`src/rtl/fighter_pkg.sv`:
```
// Shared fighter constants: state codes, sprite and screen geometry.
// The sprite compositor imports the same package, so the constants stay in step.
// clamp_x limits a signed horizontal position to the visible range [0, SCREEN_W-SPRITE_WIDTH].
package fighter_pkg;

  typedef enum logic [3:0] {
    ST_IDLE         = 4'd0,
    ST_WALK         = 4'd1,
    ST_WALKBACK     = 4'd2,
    ST_ATT_START    = 4'd3,
    ST_ATT_END      = 4'd4,
    ST_ATT_PULL     = 4'd5,
    ST_DIRATT_START = 4'd6,
    ST_DIRATT_END   = 4'd7,
    ST_DIRATT_PULL  = 4'd8,
    ST_GOTHIT       = 4'd9,
    ST_BLOCK        = 4'd10
  } state_t;

  localparam int SPRITE_WIDTH  = 113;
  localparam int SPRITE_HEIGHT = 157;
  localparam int SCREEN_W      = 640;
  localparam int X_MAX         = SCREEN_W - SPRITE_WIDTH;
  // Magenta key colour (12-bit RGB) that the compositor treats as see-through.
  localparam logic [11:0] TRANSPARENT_COLOR = 12'hF0F;

  function automatic logic [9:0] clamp_x(input logic signed [11:0] v);
    if (v < 0) return '0;
    else if (v > 12'(X_MAX)) return 10'(X_MAX);
    else return v[9:0];
  endfunction

endpackage

```
`src/rtl/player_fsm_if.sv`:
```
// Player controller bus: per-frame inputs (tick, buttons, hit, opponent position)
// and the sprite-facing outputs (position, state code, hitbox flag, event pulses).
// master: the frame/input side that drives the controller.
// slave:  the player_fsm itself.
interface player_fsm_if;
  logic       frame_tick;
  logic       btn_fwd;
  logic       btn_back;
  logic       btn_attack;
  logic       btn_block;
  logic       hit_in;
  logic [9:0] opponent_x;
  logic [9:0] posx;
  logic [9:0] posy;
  logic [3:0] state;
  logic       attack_active;
  logic       hit_taken;
  logic       blocked;

  modport master (
    output frame_tick, btn_fwd, btn_back, btn_attack, btn_block, hit_in, opponent_x,
    input  posx, posy, state, attack_active, hit_taken, blocked
  );

  modport slave (
    input  frame_tick, btn_fwd, btn_back, btn_attack, btn_block, hit_in, opponent_x,
    output posx, posy, state, attack_active, hit_taken, blocked
  );
endinterface

```
`src/rtl/anim_timer.sv`:
```
// Six-bit loadable down-counter used to time fighter animation phases.
// Ports: clk, rst (sync, active high), load/load_val (load wins over tick),
//        tick (decrement enable), done (counter == 0).
module anim_timer (
  input  logic       clk,
  input  logic       rst,
  input  logic       load,
  input  logic [5:0] load_val,
  input  logic       tick,
  output logic       done
);
  logic [5:0] cnt;

  assign done = (cnt == 6'd0);

  always_ff @(posedge clk) begin
    if (rst) cnt <= '0;
    else if (load) cnt <= load_val;
    else if (tick && !done) cnt <= cnt - 6'd1;
  end
endmodule

```
`src/rtl/player_fsm.sv`:
```
// Per-player fighter controller. Once per frame_tick it consumes a pending hit,
// advances the fighter state machine and moves the sprite horizontally.
// Ports: clk, rst (sync, active high), bus (player_fsm_if.slave: frame_tick,
//        buttons, hit_in, opponent_x in; posx, posy, state, attack_active,
//        hit_taken, blocked out).
// Build option: define PLAYER_FSM_DIRATTACK_EN to enable the directional
// attack chain (states 6/7/8); otherwise every attack edge enters state 3.
module player_fsm
  import fighter_pkg::*;
#(
  parameter int FACING     = 0,
  parameter int START_X    = 100,
  parameter int POSY       = 300,
  parameter int WALK_SPEED = 4,
  parameter int BACK_SPEED = 2,
  parameter int N_START    = 4,
  parameter int N_ACTIVE   = 2,
  parameter int N_PULL     = 6,
  parameter int N_HITSTUN  = 12,
  parameter int MIN_GAP    = 60
) (
  input logic         clk,
  input logic         rst,
  player_fsm_if.slave bus
);
  localparam logic signed [11:0] WALK_S = 12'(WALK_SPEED);
  localparam logic signed [11:0] BACK_S = 12'(BACK_SPEED);
  localparam logic signed [11:0] GAP_S  = 12'(MIN_GAP);

  state_t             st;
  logic [9:0]         posx_q;
  logic               hit_pend, prev_atk;
  logic               attack_active_q, hit_taken_q, blocked_q;
  logic               hit_now, hit_take, atk_edge;
  logic               tmr_load, tmr_done;
  logic [5:0]         tmr_val;
  logic signed [11:0] px, opp, lim, fwd_raw, back_raw;
  logic [9:0]         mv_fwd, mv_back;

  // A hit arriving on the tick cycle itself counts for that tick.
  assign hit_now  = bus.hit_in | hit_pend;
  assign hit_take = hit_now && (st != ST_BLOCK) && (st != ST_GOTHIT);
  assign atk_edge = bus.btn_attack & ~prev_atk;

  assign bus.posx          = posx_q;
  assign bus.posy          = 10'(POSY);
  assign bus.state         = st;
  assign bus.attack_active = attack_active_q;
  assign bus.hit_taken     = hit_taken_q;
  assign bus.blocked       = blocked_q;

  // Candidate positions; the opponent limit is applied before the screen clamp.
  always_comb begin
    px       = $signed({2'b00, posx_q});
    opp      = $signed({2'b00, bus.opponent_x});
    lim      = '0;
    fwd_raw  = px;
    back_raw = px;
    if (FACING == 0) begin
      fwd_raw  = px + WALK_S;
      lim      = (opp < GAP_S) ? 12'sd0 : opp - GAP_S;
      if (fwd_raw > lim) fwd_raw = lim;
      back_raw = px - BACK_S;
    end else begin
      fwd_raw  = px - WALK_S;
      lim      = opp + GAP_S;
      if (fwd_raw < lim) fwd_raw = lim;
      back_raw = px + BACK_S;
    end
    mv_fwd  = clamp_x(fwd_raw);
    mv_back = clamp_x(back_raw);
  end

  // Timer loads with N-1 on the tick that enters a phased state.
  always_comb begin
    tmr_load = 1'b0;
    tmr_val  = '0;
    if (bus.frame_tick) begin
      if (hit_take) begin
        tmr_load = 1'b1;
        tmr_val  = 6'(N_HITSTUN - 1);
      end else begin
        case (st)
          ST_IDLE, ST_WALK, ST_WALKBACK: if (atk_edge) begin
            tmr_load = 1'b1;
            tmr_val  = 6'(N_START - 1);
          end
          ST_ATT_START: if (tmr_done) begin
            tmr_load = 1'b1;
            tmr_val  = 6'(N_ACTIVE - 1);
          end
          ST_ATT_END: if (tmr_done) begin
            tmr_load = 1'b1;
            tmr_val  = 6'(N_PULL - 1);
          end
`ifdef PLAYER_FSM_DIRATTACK_EN
          ST_DIRATT_START: if (tmr_done) begin
            tmr_load = 1'b1;
            tmr_val  = 6'(N_ACTIVE - 1);
          end
          ST_DIRATT_END: if (tmr_done) begin
            tmr_load = 1'b1;
            tmr_val  = 6'(N_PULL - 1);
          end
`endif
          default: ;
        endcase
      end
    end
  end

  anim_timer u_timer (
    .clk     (clk),
    .rst     (rst),
    .load    (tmr_load),
    .load_val(tmr_val),
    .tick    (bus.frame_tick),
    .done    (tmr_done)
  );

  always_ff @(posedge clk) begin
    if (rst) begin
      st              <= ST_IDLE;
      posx_q          <= 10'(START_X);
      hit_pend        <= 1'b0;
      prev_atk        <= 1'b0;
      attack_active_q <= 1'b0;
      hit_taken_q     <= 1'b0;
      blocked_q       <= 1'b0;
    end else begin
      hit_taken_q <= 1'b0;
      blocked_q   <= 1'b0;
      if (!bus.frame_tick) begin
        if (bus.hit_in) hit_pend <= 1'b1;
      end else begin
        hit_pend <= 1'b0;
        prev_atk <= bus.btn_attack;
        if (hit_take) begin
          st              <= ST_GOTHIT;
          hit_taken_q     <= 1'b1;
          attack_active_q <= 1'b0;
        end else begin
          case (st)
            ST_IDLE, ST_WALK, ST_WALKBACK: begin
              if (atk_edge) begin
`ifdef PLAYER_FSM_DIRATTACK_EN
                st <= (bus.btn_fwd | bus.btn_back) ? ST_DIRATT_START : ST_ATT_START;
`else
                st <= ST_ATT_START;
`endif
              end else if (bus.btn_block) begin
                st <= ST_BLOCK;
              end else if (bus.btn_fwd) begin
                st     <= ST_WALK;
                posx_q <= mv_fwd;
              end else if (bus.btn_back) begin
                st     <= ST_WALKBACK;
                posx_q <= mv_back;
              end else begin
                st <= ST_IDLE;
              end
            end
            ST_ATT_START: if (tmr_done) begin
              st              <= ST_ATT_END;
              attack_active_q <= 1'b1;
            end
            ST_ATT_END: if (tmr_done) begin
              st              <= ST_ATT_PULL;
              attack_active_q <= 1'b0;
            end
            ST_ATT_PULL: if (tmr_done) st <= ST_IDLE;
`ifdef PLAYER_FSM_DIRATTACK_EN
            ST_DIRATT_START: if (tmr_done) begin
              st              <= ST_DIRATT_END;
              attack_active_q <= 1'b1;
            end
            ST_DIRATT_END: if (tmr_done) begin
              st              <= ST_DIRATT_PULL;
              attack_active_q <= 1'b0;
            end
            ST_DIRATT_PULL: if (tmr_done) st <= ST_IDLE;
`endif
            // A hit during hitstun is dropped; the stun keeps counting.
            ST_GOTHIT: if (tmr_done) st <= ST_IDLE;
            ST_BLOCK: begin
              if (hit_now) blocked_q <= 1'b1;
              else if (!bus.btn_block) st <= ST_IDLE;
            end
            default: begin
              st              <= ST_IDLE;
              attack_active_q <= 1'b0;
            end
          endcase
        end
      end
    end
  end
endmodule

```
`src/flat_wrapper.sv`:
```
// flat-port wrapper written by rule: the top's interface ports become plain ports
module player_fsm_flat import fighter_pkg::*;
#(
  parameter int FACING     = 0,
  parameter int START_X    = 100,
  parameter int POSY       = 300,
  parameter int WALK_SPEED = 4,
  parameter int BACK_SPEED = 2,
  parameter int N_START    = 4,
  parameter int N_ACTIVE   = 2,
  parameter int N_PULL     = 6,
  parameter int N_HITSTUN  = 12,
  parameter int MIN_GAP    = 60
)
  (clk, rst, bus_frame_tick, bus_btn_fwd, bus_btn_back, bus_btn_attack, bus_btn_block, bus_hit_in, bus_opponent_x, bus_posx, bus_posy, bus_state, bus_attack_active, bus_hit_taken, bus_blocked);
  player_fsm_if bus_i ();
  input logic clk;
  input logic rst;
  input wire logic [$bits(bus_i.frame_tick)-1:0] bus_frame_tick;
  input wire logic [$bits(bus_i.btn_fwd)-1:0] bus_btn_fwd;
  input wire logic [$bits(bus_i.btn_back)-1:0] bus_btn_back;
  input wire logic [$bits(bus_i.btn_attack)-1:0] bus_btn_attack;
  input wire logic [$bits(bus_i.btn_block)-1:0] bus_btn_block;
  input wire logic [$bits(bus_i.hit_in)-1:0] bus_hit_in;
  input wire logic [$bits(bus_i.opponent_x)-1:0] bus_opponent_x;
  output wire logic [$bits(bus_i.posx)-1:0] bus_posx;
  output wire logic [$bits(bus_i.posy)-1:0] bus_posy;
  output wire logic [$bits(bus_i.state)-1:0] bus_state;
  output wire logic [$bits(bus_i.attack_active)-1:0] bus_attack_active;
  output wire logic [$bits(bus_i.hit_taken)-1:0] bus_hit_taken;
  output wire logic [$bits(bus_i.blocked)-1:0] bus_blocked;
  assign bus_i.frame_tick = bus_frame_tick;
  assign bus_i.btn_fwd = bus_btn_fwd;
  assign bus_i.btn_back = bus_btn_back;
  assign bus_i.btn_attack = bus_btn_attack;
  assign bus_i.btn_block = bus_btn_block;
  assign bus_i.hit_in = bus_hit_in;
  assign bus_i.opponent_x = bus_opponent_x;
  assign bus_posx = bus_i.posx;
  assign bus_posy = bus_i.posy;
  assign bus_state = bus_i.state;
  assign bus_attack_active = bus_i.attack_active;
  assign bus_hit_taken = bus_i.hit_taken;
  assign bus_blocked = bus_i.blocked;
  player_fsm #(.FACING(FACING), .START_X(START_X), .POSY(POSY), .WALK_SPEED(WALK_SPEED), .BACK_SPEED(BACK_SPEED), .N_START(N_START), .N_ACTIVE(N_ACTIVE), .N_PULL(N_PULL), .N_HITSTUN(N_HITSTUN), .MIN_GAP(MIN_GAP)) u_core (.clk(clk), .rst(rst), .bus(bus_i));
endmodule
```
`config.mk`:
```
export PLATFORM = sky130hd
export DESIGN_NAME = player_fsm_flat
export DESIGN_NICKNAME = d
export VERILOG_FILES = /design/src/rtl/fighter_pkg.sv /design/src/rtl/player_fsm_if.sv /design/src/rtl/anim_timer.sv /design/src/rtl/player_fsm.sv /design/src/flat_wrapper.sv
export SDC_FILE = /design/constraint.sdc
export NUM_CORES = 1
export LEC_CHECK = 0
export CORE_MARGIN = 1.5
export CORE_UTILIZATION = 50
export CTS_BUF_LIST = sky130_fd_sc_hd__clkbuf_16
export CTS_CLUSTER_SIZE = 25
export DETAILED_ROUTE_END_ITERATION = 12
export GPL_ROUTABILITY_DRIVEN = 0
export PLACE_DENSITY = 0.83
export SLEW_MARGIN = 25
export SYNTH_ARGS = -nofsm -noshare
export SYNTH_HDL_FRONTEND = slang
export SYNTH_SLANG_ARGS = --single-unit
```
`constraint.sdc`:
```
create_clock -name clk -period 8.6 [get_ports clk]
set_input_delay 1.72 -clock clk [delete_from_list [all_inputs] [get_ports clk]]
set_output_delay 1.72 -clock clk [all_outputs]
set_load 0.02 [all_outputs]
```
**Yosys cells after proc, flatten, opt, wreduce, memory -nomap -nowiden**

Cells that the tools add are included.

- Bits in latches: 0
- Output and inout bits: 27
- Register bits after elaboration: 25
- ROM bits: 0
- Word-level logic and storage cells: 97
- Memory bits (writable): 0
- Memories kept: 0

- Reductions and logical operators: 18
- Mux-type cells: 38
- Equal/unequal tests: 15
- Shifts and indexed selects: 0
- Add/subtract/negate cells: 4
- Bitwise logic cells: 8
- $lt $le $gt $ge: 6
- $mul: 0
- Divide/modulo/power cells: 0

Operators with widths:

| cell | count |
|---|---|
| $mux W10 | 6 |
| $mux W4 | 9 |
| $mux W12 | 2 |
| $mux W6 | 4 |
| $pmux W4 S5 | 1 |
| $pmux W6 S3 | 1 |
| $gt A12 B11 Y1 const B | 1 |
| $gt A12 B12 Y1 | 1 |
| $lt A12 B1 Y1 const B | 1 |
| $reduce_and A6 Y1 | 2 |
| $add A10 B3 Y11 const B | 1 |
| $gt A11 B11 Y1 const B | 1 |
| $lt A11 B1 Y1 const B | 1 |
| $sub A10 B2 Y11 const B | 1 |
| $sub A10 B6 Y11 const B | 1 |
| $lt A10 B6 Y1 const B | 1 |
| $mux W1 | 10 |
| $ne A3 B2 Y1 const B | 3 |
| $eq A4 B2 Y1 const B | 2 |
| $eq A4 B3 Y1 const B | 2 |
| $eq A4 B4 Y1 const B | 2 |
| $ne A4 B4 Y1 const B | 2 |
| $reduce_or A2 Y1 | 4 |
| $logic_not A6 Y1 | 1 |
| other kinds (20) | 29 |

**Depth between registers and ports, before layout**

Gate-level depths: netlist of the first run.

- Depth after elaboration: 8
- Depth in mapped cells: 14
- Gate-level depth less buffers: 13

**Modules after synthesis**

From an unflattened synthesis of the first run, not the netlist that was laid out.

- Cells, all modules: 361
- Area, all modules: 2742.6 um^2

Modules (own cells, without submodules):

| module | cells each | area an instance (um^2) | sequential area each (um^2) | times used |
|---|---|---|---|---|
| player_fsm | 319 | 2371.0 | 380.4 | 1 |
| anim_timer | 42 | 371.6 | 120.1 | 1 |

**Least setup slack after synthesis of the first run**

No wires, ideal clock.

- Path kind: in2reg
- Start point: input port bus_opponent_x[7]
- End point: register u_core.posx_q[4] (netlist: u_core.bus.posx[4])
- Library setup time: 0.071 ns
- Path buffers: 0
- Cell stages on the path: 12
- Path slack: 4.527 ns
- Required time: 8.529 ns
- Arrival time: 4.003 ns
- Cell sequence: nor4_1 nand2_1 nand2_1 ha_1 nor2b_1 o211ai_1 a21oi_1 o31ai_1 nand3_1 a21oi_1 o211ai_1 a21oi_1

- Cells in the longest elaborated chain, start to end: 8
- Elaborated cells on any way between the ends: 10

RTL lines:

| element | RTL line | RTL |
|---|---|---|
| from (decl) | flat_wrapper.sv:25 | `input wire logic [$bits(bus_i.opponent_x)-1:0] bus_opponent_x;` |
| $sub A10 B6 Y11 or $lt A10 B6 Y1 (tied branches) | player_fsm.sv:61 | `lim = (opp < GAP_S) ? 12'sd0 : opp - GAP_S;` |
| $mux W12 (*) | player_fsm.sv:61 |  |
| $gt A12 B12 Y1 | player_fsm.sv:62 | `if (fwd_raw > lim) fwd_raw = lim;` |
| $mux W12 (*) | player_fsm.sv:62 |  |
| $gt A12 B11 Y1 | fighter_pkg.sv:29 | `else if (v > 12'(X_MAX)) return 10'(X_MAX);` |
| $mux W10 | fighter_pkg.sv:29 |  |
| $mux W10 (*) | fighter_pkg.sv:28 | `if (v < 0) return '0;` |
| $mux W10 (*) | player_fsm.sv:153 | `end else if (bus.btn_fwd) begin` |
| to (signal assigned) | player_fsm.sv:124 | `posx_q <= 10'(START_X);` |
| to (signal assigned) | player_fsm.sv:155 | `posx_q <= mv_fwd;` |
| to (signal assigned) | player_fsm.sv:158 | `posx_q <= mv_back;` |
| to (decl) | player_fsm.sv:31 | `logic [9:0] posx_q;` |

Mark *: on every way between the ends. The rest lies on a longest branch, timed or not.
A chain may end at the register's enable or synchronous reset.

**Worst setup path in the final report of the first run**

- Start point: input port bus_opponent_x[2]
- End point: register u_core.posx_q[7] (netlist: u_core.bus.posx[7])

Same word-level chain as after synthesis.

==> results of run 1 <==
## worst paths after layout
path | cells past startpoint | end | slack [ps] | startpoint
worst max-delay path | 14 | u_core.bus.posx[7]$_SDFFE_PP0P_ | 3810 | bus_opponent_x[2]
worst min-delay path | 2 | u_core.prev_atk$_SDFFE_PP0P_ | 500 | u_core.prev_atk$_SDFFE_PP0P_
worst min register to register | 2 | u_core.prev_atk$_SDFFE_PP0P_ | 500 | u_core.prev_atk$_SDFFE_PP0P_
worst max register to register | 10 | u_core.bus.posx[5]$_SDFFE_PP1P_ | 5200 | u_core.bus.posx[4]$_SDFFE_PP0P_
## critical path: stages
cell and delay (ps):
clkdlybuf4s50_1 590, ha_1 280, nand3_1 210, xor2_1 230, nand2_1 120, ha_1 330
nand4_1 140, nor2_1 70, a31oi_1 250, o31a_1 220, o21ai_1 130, a21oi_1 330
o211ai_1 140, a21oi_1 190
## power groups by stage
stage / sequential (µW) / clock [µW] / combinational [µW]
floorplan: 133 / 0 / 74.7
global placement: 133 / 0 / 99.5
detailed placement: 133 / 0 / 102
CTS: 131 / 104 / 104
global route: 132 / 109 / 117
finish: 131 / 101 / 106
## flip-flops by register name, summed over array words and instances (netlist names)
register                  flops
u_core.bus.hit_taken          1
u_core.hit_pend               1
u_core.bus.state              4
u_core.bus.blocked            1
u_core.prev_atk               1
u_core.bus.posx              10
u_core.bus.attack_active      1
u_core.u_timer.cnt            6
## stage by stage
step	utilization [%]	total power, µW	area (µm²)
after global placement	58.49	232.6	2763
final	60.19	337.6	2843
after detailed placement	58.49	235.6	2763
after floorplan	-	208.0	2486
after global routing	60.19	358.2	2843
after CTS	60.19	338.4	2843
## cells by family after synthesis
family	Yosys count	share of synthesized area (%)
simple gates	147	29.39
other cells	2	0.3058
buf+inv	36	7.540
fa+ha+maj	18	9.170
flops	25	20.38
xor+xnor	17	6.062
mux	3	1.223
compound gates	94	25.93
## per-layer routing
metal  track usage, %  part of all wire, %  vias up
li1                 -                    -     1275
met4            4.612                 0.65        0
met1            36.69                   45     1177
met3            3.729                  8.8        6
met5                0                    0        -
met2            39.60                   46      149
## cells in the final DEF, fill, tap and decap left out, types with 3 or more instances in the layout
| cell type | netlist | final |
|---|---|---|
| nand3_1 | 17 | 17 |
| or4_1 | 3 | 3 |
| a21boi_0 | 3 | 3 |
| a211oi_1 | 5 | 5 |
| o211ai_1 | 8 | 8 |
| nand2b_1 | 8 | 8 |
| o31a_1 | 3 | 3 |
| a41o_1 | 3 | 3 |
| nor2_1 | 40 | 40 |
| o21ai_0 | 16 | 16 |
| nor4_1 | 3 | 3 |
| nand4_1 | 6 | 6 |
| a31oi_1 | 3 | 3 |
| nor2b_1 | 5 | 5 |
| ha_1 | 18 | 18 |
| clkdlybuf4s50_1 | 0 | 34 |
| xnor2_1 | 8 | 8 |
| inv_1 | 10 | 10 |
| nor3_1 | 9 | 9 |
| xor2_1 | 9 | 9 |
| conb_1 | 2 | 10 |
| clkbuf_16 | 0 | 3 |
| a21oi_1 | 27 | 27 |
| nand2_1 | 39 | 39 |
| and2_1 | 4 | 4 |
| mux2i_1 | 3 | 3 |
| a22oi_1 | 4 | 4 |
| dfxtp_1 | 25 | 25 |
## final cells by class
| cell class | count | area [µm²] |
|---|---|---|
| clock buffers | 3 | 75.07 |
| clock inverters | 1 | 5.005 |
| fillers | 442 | 1881 |
| inverters | 10 | 37.54 |
| multi-input cells | 289 | 1800 |
| flip-flops and latches | 25 | 500.5 |
| well taps | 67 | 83.83 |
| repair buffers | 34 | 340.3 |
==> run summary, run 1 <==
Sw Share: 32.75%
H-tree depth: 1
CP arrival: 4950 ps
NumNets Final: 399
Setup Slack @ Placement: 3592 ps
Clock tree sinks: 25
# Max-Cap Violations: 0
First-pass detailed-route iteration total: 5
Clk pwr share: 29.8%
Fin. max-slew vios: 0
Antenna violations before repair: 0
Gr ovfl total: 0
Placed Instances: 425
Post-synth top area cell: dfxtp_1
CTS tree: done
Max-slew headroom: 39.72%
Post-synth top area share: 20.38%
Syn_area_per_cell: 7.182 µm²
Average wire per standard cell: 14.97 µm
Final worst slack: 3810 ps
Register area share after synthesis: 20.38%
Internal power: 227.0 µW
Number of setup violations in the final report: 0
Final hold vios: 0
Reg power frac: 38.8%
RSZ-0062 raised after global routing: false
Critical path required time: 8760 ps
Drt drc: 0
Worst skew pair latency: 250 ps
Critical path class: input pin to flip-flop
Transition time of the tightest slew-check pin: 901.3 ps
Mapped Area: 2456 µm²
Clk buf depth: 2
Initial core utilization: 52.00%
Largest net degree at the start of global routing: 25
Number of synthesized flops with an enable pin: 0
Setup tns final: 0 ps
1st-iter DRT viols: 283
Logic pwr share: 31.4%
Gr usage total: 25.19%
First-pass GRT wire length: 10850 µm
Max Clock Skew: 5.608 ps
Top FF cell, synth: dfxtp_1
Worst setup SP type: input pin
Root Buffer: clkbuf_16
# port buffers: 34
Syn. warnings: 0
Post-DP HPWL: 4911 µm
Count leader, synth: nor2_1
Hold-fix buffers at CTS: 0
Setup bufs post-CTS: 0
Post-synthesis cell type count: 58
Height of the chip: 73.09 µm
Area of the core: 4723 µm²
CP max FO: 6
Post-cts sizing count: 0
IO Pins: 45
Post-synth top cells: 40 x nor2_1, 39 x nand2_1, 27 x a21oi_1
Leak pwr: 0.001089 µW
CTS Buf Count: 3
Final WL: 6424 µm
Pwr/cell area: 118.8 nW/µm²
Post-synthesis register bit count: 25
Area growth, synth to finish: 15.74%
Vias in the first global route: 2295
# diodes: 0
Maximum vdd ir drop: 0.0001616 V
Fin cells: 429
Full die area: 5341 µm²
Post-Syn Instances: 342
Layout cell share with drive strength beyond 1: 3.591%
Status: finished clean
FP Rows: 25
FFs w/ async S/R, synth: 0%
Die width: 73.09 µm
Crit end category: flip-flop
Max Freq: 0.2088 GHz
Synth area leaders: dfxtp_1 20%, ha_1 9.2%, nor2_1 6.1%, nand2_1 6.0%, a21oi_1 5.5%
Sw Pwr: 110.6 µW
Fin Hold WS: 497.7 ps
Hold Path Class: flip-flop to flip-flop
Minimum clock period: 4790 ps
Routed Antenna Nets: 0
Period utilisation layout: 55.70%
Clk slew on worst S/H paths: 60 ps
Via count: 2607
Avg Vias per Cell: 6.077
(Power assumes the default switching activity.)
==> run 2: changes to the inputs <==
- CORE_UTILIZATION: 50 -> 48
- clock period: 8.6 -> 4.2 ns (I/O delays scaled with it)
==> run summary, run 2 (synthesis gave the netlist of run 1 again) <==
Pwr/cell area: 244.5 nW/µm²
NumNets Final: 403
Root Buffer: clkbuf_16
Worst skew pair latency: 260 ps
CP Cell Sequence: clkdlybuf4s50_1, ha_1, nand3_1, xor2_1, nand2_1, ha_1, nand4_1, nor2_1, a31oi_1, o31a_1, o21ai_1, a21oi_1, o211ai_1, a21oi_1
Worst path bufs/invs: 1
# fillers: 446
Setup tns final: 0 ps
H-tree depth: 1
CP arrival: 4010 ps
CP top delay family: compound AO/OA/AOI/OAI gates
Initial core utilization: 50.99%
Layout cell share with drive strength beyond 1: 4.645%
Status: finished clean
RSZ-0062 raised after global routing: false
Critical path required time: 4380 ps
Max Freq: 0.2607 GHz
CTS Buf Count: 3
Full die area: 5555 µm²
Worst flop-to-flop path startpoint: u_core.bus.posx[4]$_SDFFE_PP0P_
IO Pins: 45
Post-cts sizing count: 0
Reg-to-reg slack, setup: 820 ps
CP max FO: 6
1st-iter DRT viols: 219
Hold-fix buffers at CTS: 0
Most frequent cells in the layout: 40 x nor2_1, 39 x nand2_1, 34 x clkdlybuf4s50_1
Drt drc: 0
Gr usage total: 23.53%
Setup bufs post-CTS: 0
Final hold vios: 0
Crit end category: flip-flop
Max incr delay on CP: 560 ps
First-pass GRT wire length: 10370 µm
Via count: 2620
Post-DP HPWL: 4815 µm
Antenna violations before repair: 0
Leak pwr: 0.001108 µW
Clk buf depth: 2
Largest net degree at the start of global routing: 25
Worst setup SP type: input pin
Hold Path Class: flip-flop to flip-flop
# port buffers: 34
FP Rows: 25
Avg Vias per Cell: 6.051
Gr ovfl total: 0
Util after Layout: 59.64%
Grt met1 use: 36.24%
Average wire per standard cell: 14.69 µm
Max reg flops: 10
Clk slew on worst S/H paths: 70 ps
# diodes: 0
CP startpoint: bus_opponent_x[2]
Number of setup violations in the final report: 0
# Max-Cap Violations: 0
Max Clock Skew: 2.461 ps
Critical path class: input pin to flip-flop
Area of the core: 4817 µm²
GR Layer Usage met2: 34.52%
Clock tree sinks: 25
Global-route met3 utilization: 3.794%
Period utilisation layout: 91.33%
Routed Antenna Nets: 0
Top Usage Layer GRT: met1
Tot Pwr: 702.3 µW
Area growth, synth to finish: 16.96%
Fin. max-slew vios: 0
Critical-path top delay cell: clkdlybuf4s50_1
Height of the chip: 74.53 µm
First-pass detailed-route iteration total: 5
Hold path start: u_core.prev_atk$_SDFFE_PP0P_
Commonest non-fill, non-tap cell in the layout: nor2_1
Transition time of the tightest slew-check pin: 925.5 ps
Maximum vdd ir drop: 0.0001976 V
Vias in the first global route: 2218
Minimum clock period: 3836 ps
Die width: 74.53 µm
CTS tree: done
Final WL: 6361 µm
Max-slew headroom: 38.11%
[run 2: layout make-up]
type	instances	area [µm²]	share of cell area, %
Clock buffer	3	75.07	2.613
Clock inverter	1	5.005	0.1742
Inverter	10	37.54	1.307
Multi-Input combinational cell	289	1800	62.67
Sequential cell	25	500.5	17.42
Tap cell	67	83.83	2.918
Timing Repair Buffer	38	370.4	12.89
[run 2: per-stage QoR]
step	cell area (µm²)	setup WS [ps]	instances	hold WS (ps)
floorplan	2486	1007	350	461.1
global placement	2793	273.3	429	477.7
detailed placement	2793	135.1	429	489.7
CTS	2873	417.9	433	505.5
global route	2873	115.8	433	547.3
finish	2873	364.2	433	500.8
[run 2: power by group]
group	switching [µW]	leakage, µW	internal, µW
registers	16.8	0.000204	251
logic	129	0.000863	88.6
clock network	88.6	0.0000409	129
[run 2: worst reg2reg max path, delay by kind of cell, from the launching register on]
kind,cells,cell delay (ps)
DFF,1,600
AOI/OAI and AO/OA,5,1150
xor gates and xnor gates,1,400
and+or+nand+nor,3,750
adders and majority gates,1,340
[run 2: path summary, 6_finish.rpt]
check / endpoint / cells past startpoint
worst max register to register: u_core.bus.posx[6]$_SDFFE_PP1P_ / 10
worst min register to register: u_core.prev_atk$_SDFFE_PP0P_ / 2
worst min-delay path: u_core.prev_atk$_SDFFE_PP0P_ / 2
worst max-delay path: u_core.bus.posx[7]$_SDFFE_PP0P_ / 14
[run 2: layer usage]
metal  wire, µm  part of all wire [%]
met1       3037                    48
met2       2747                    43
met3        530                   8.3
met4         44                  0.69
met5          0                     0
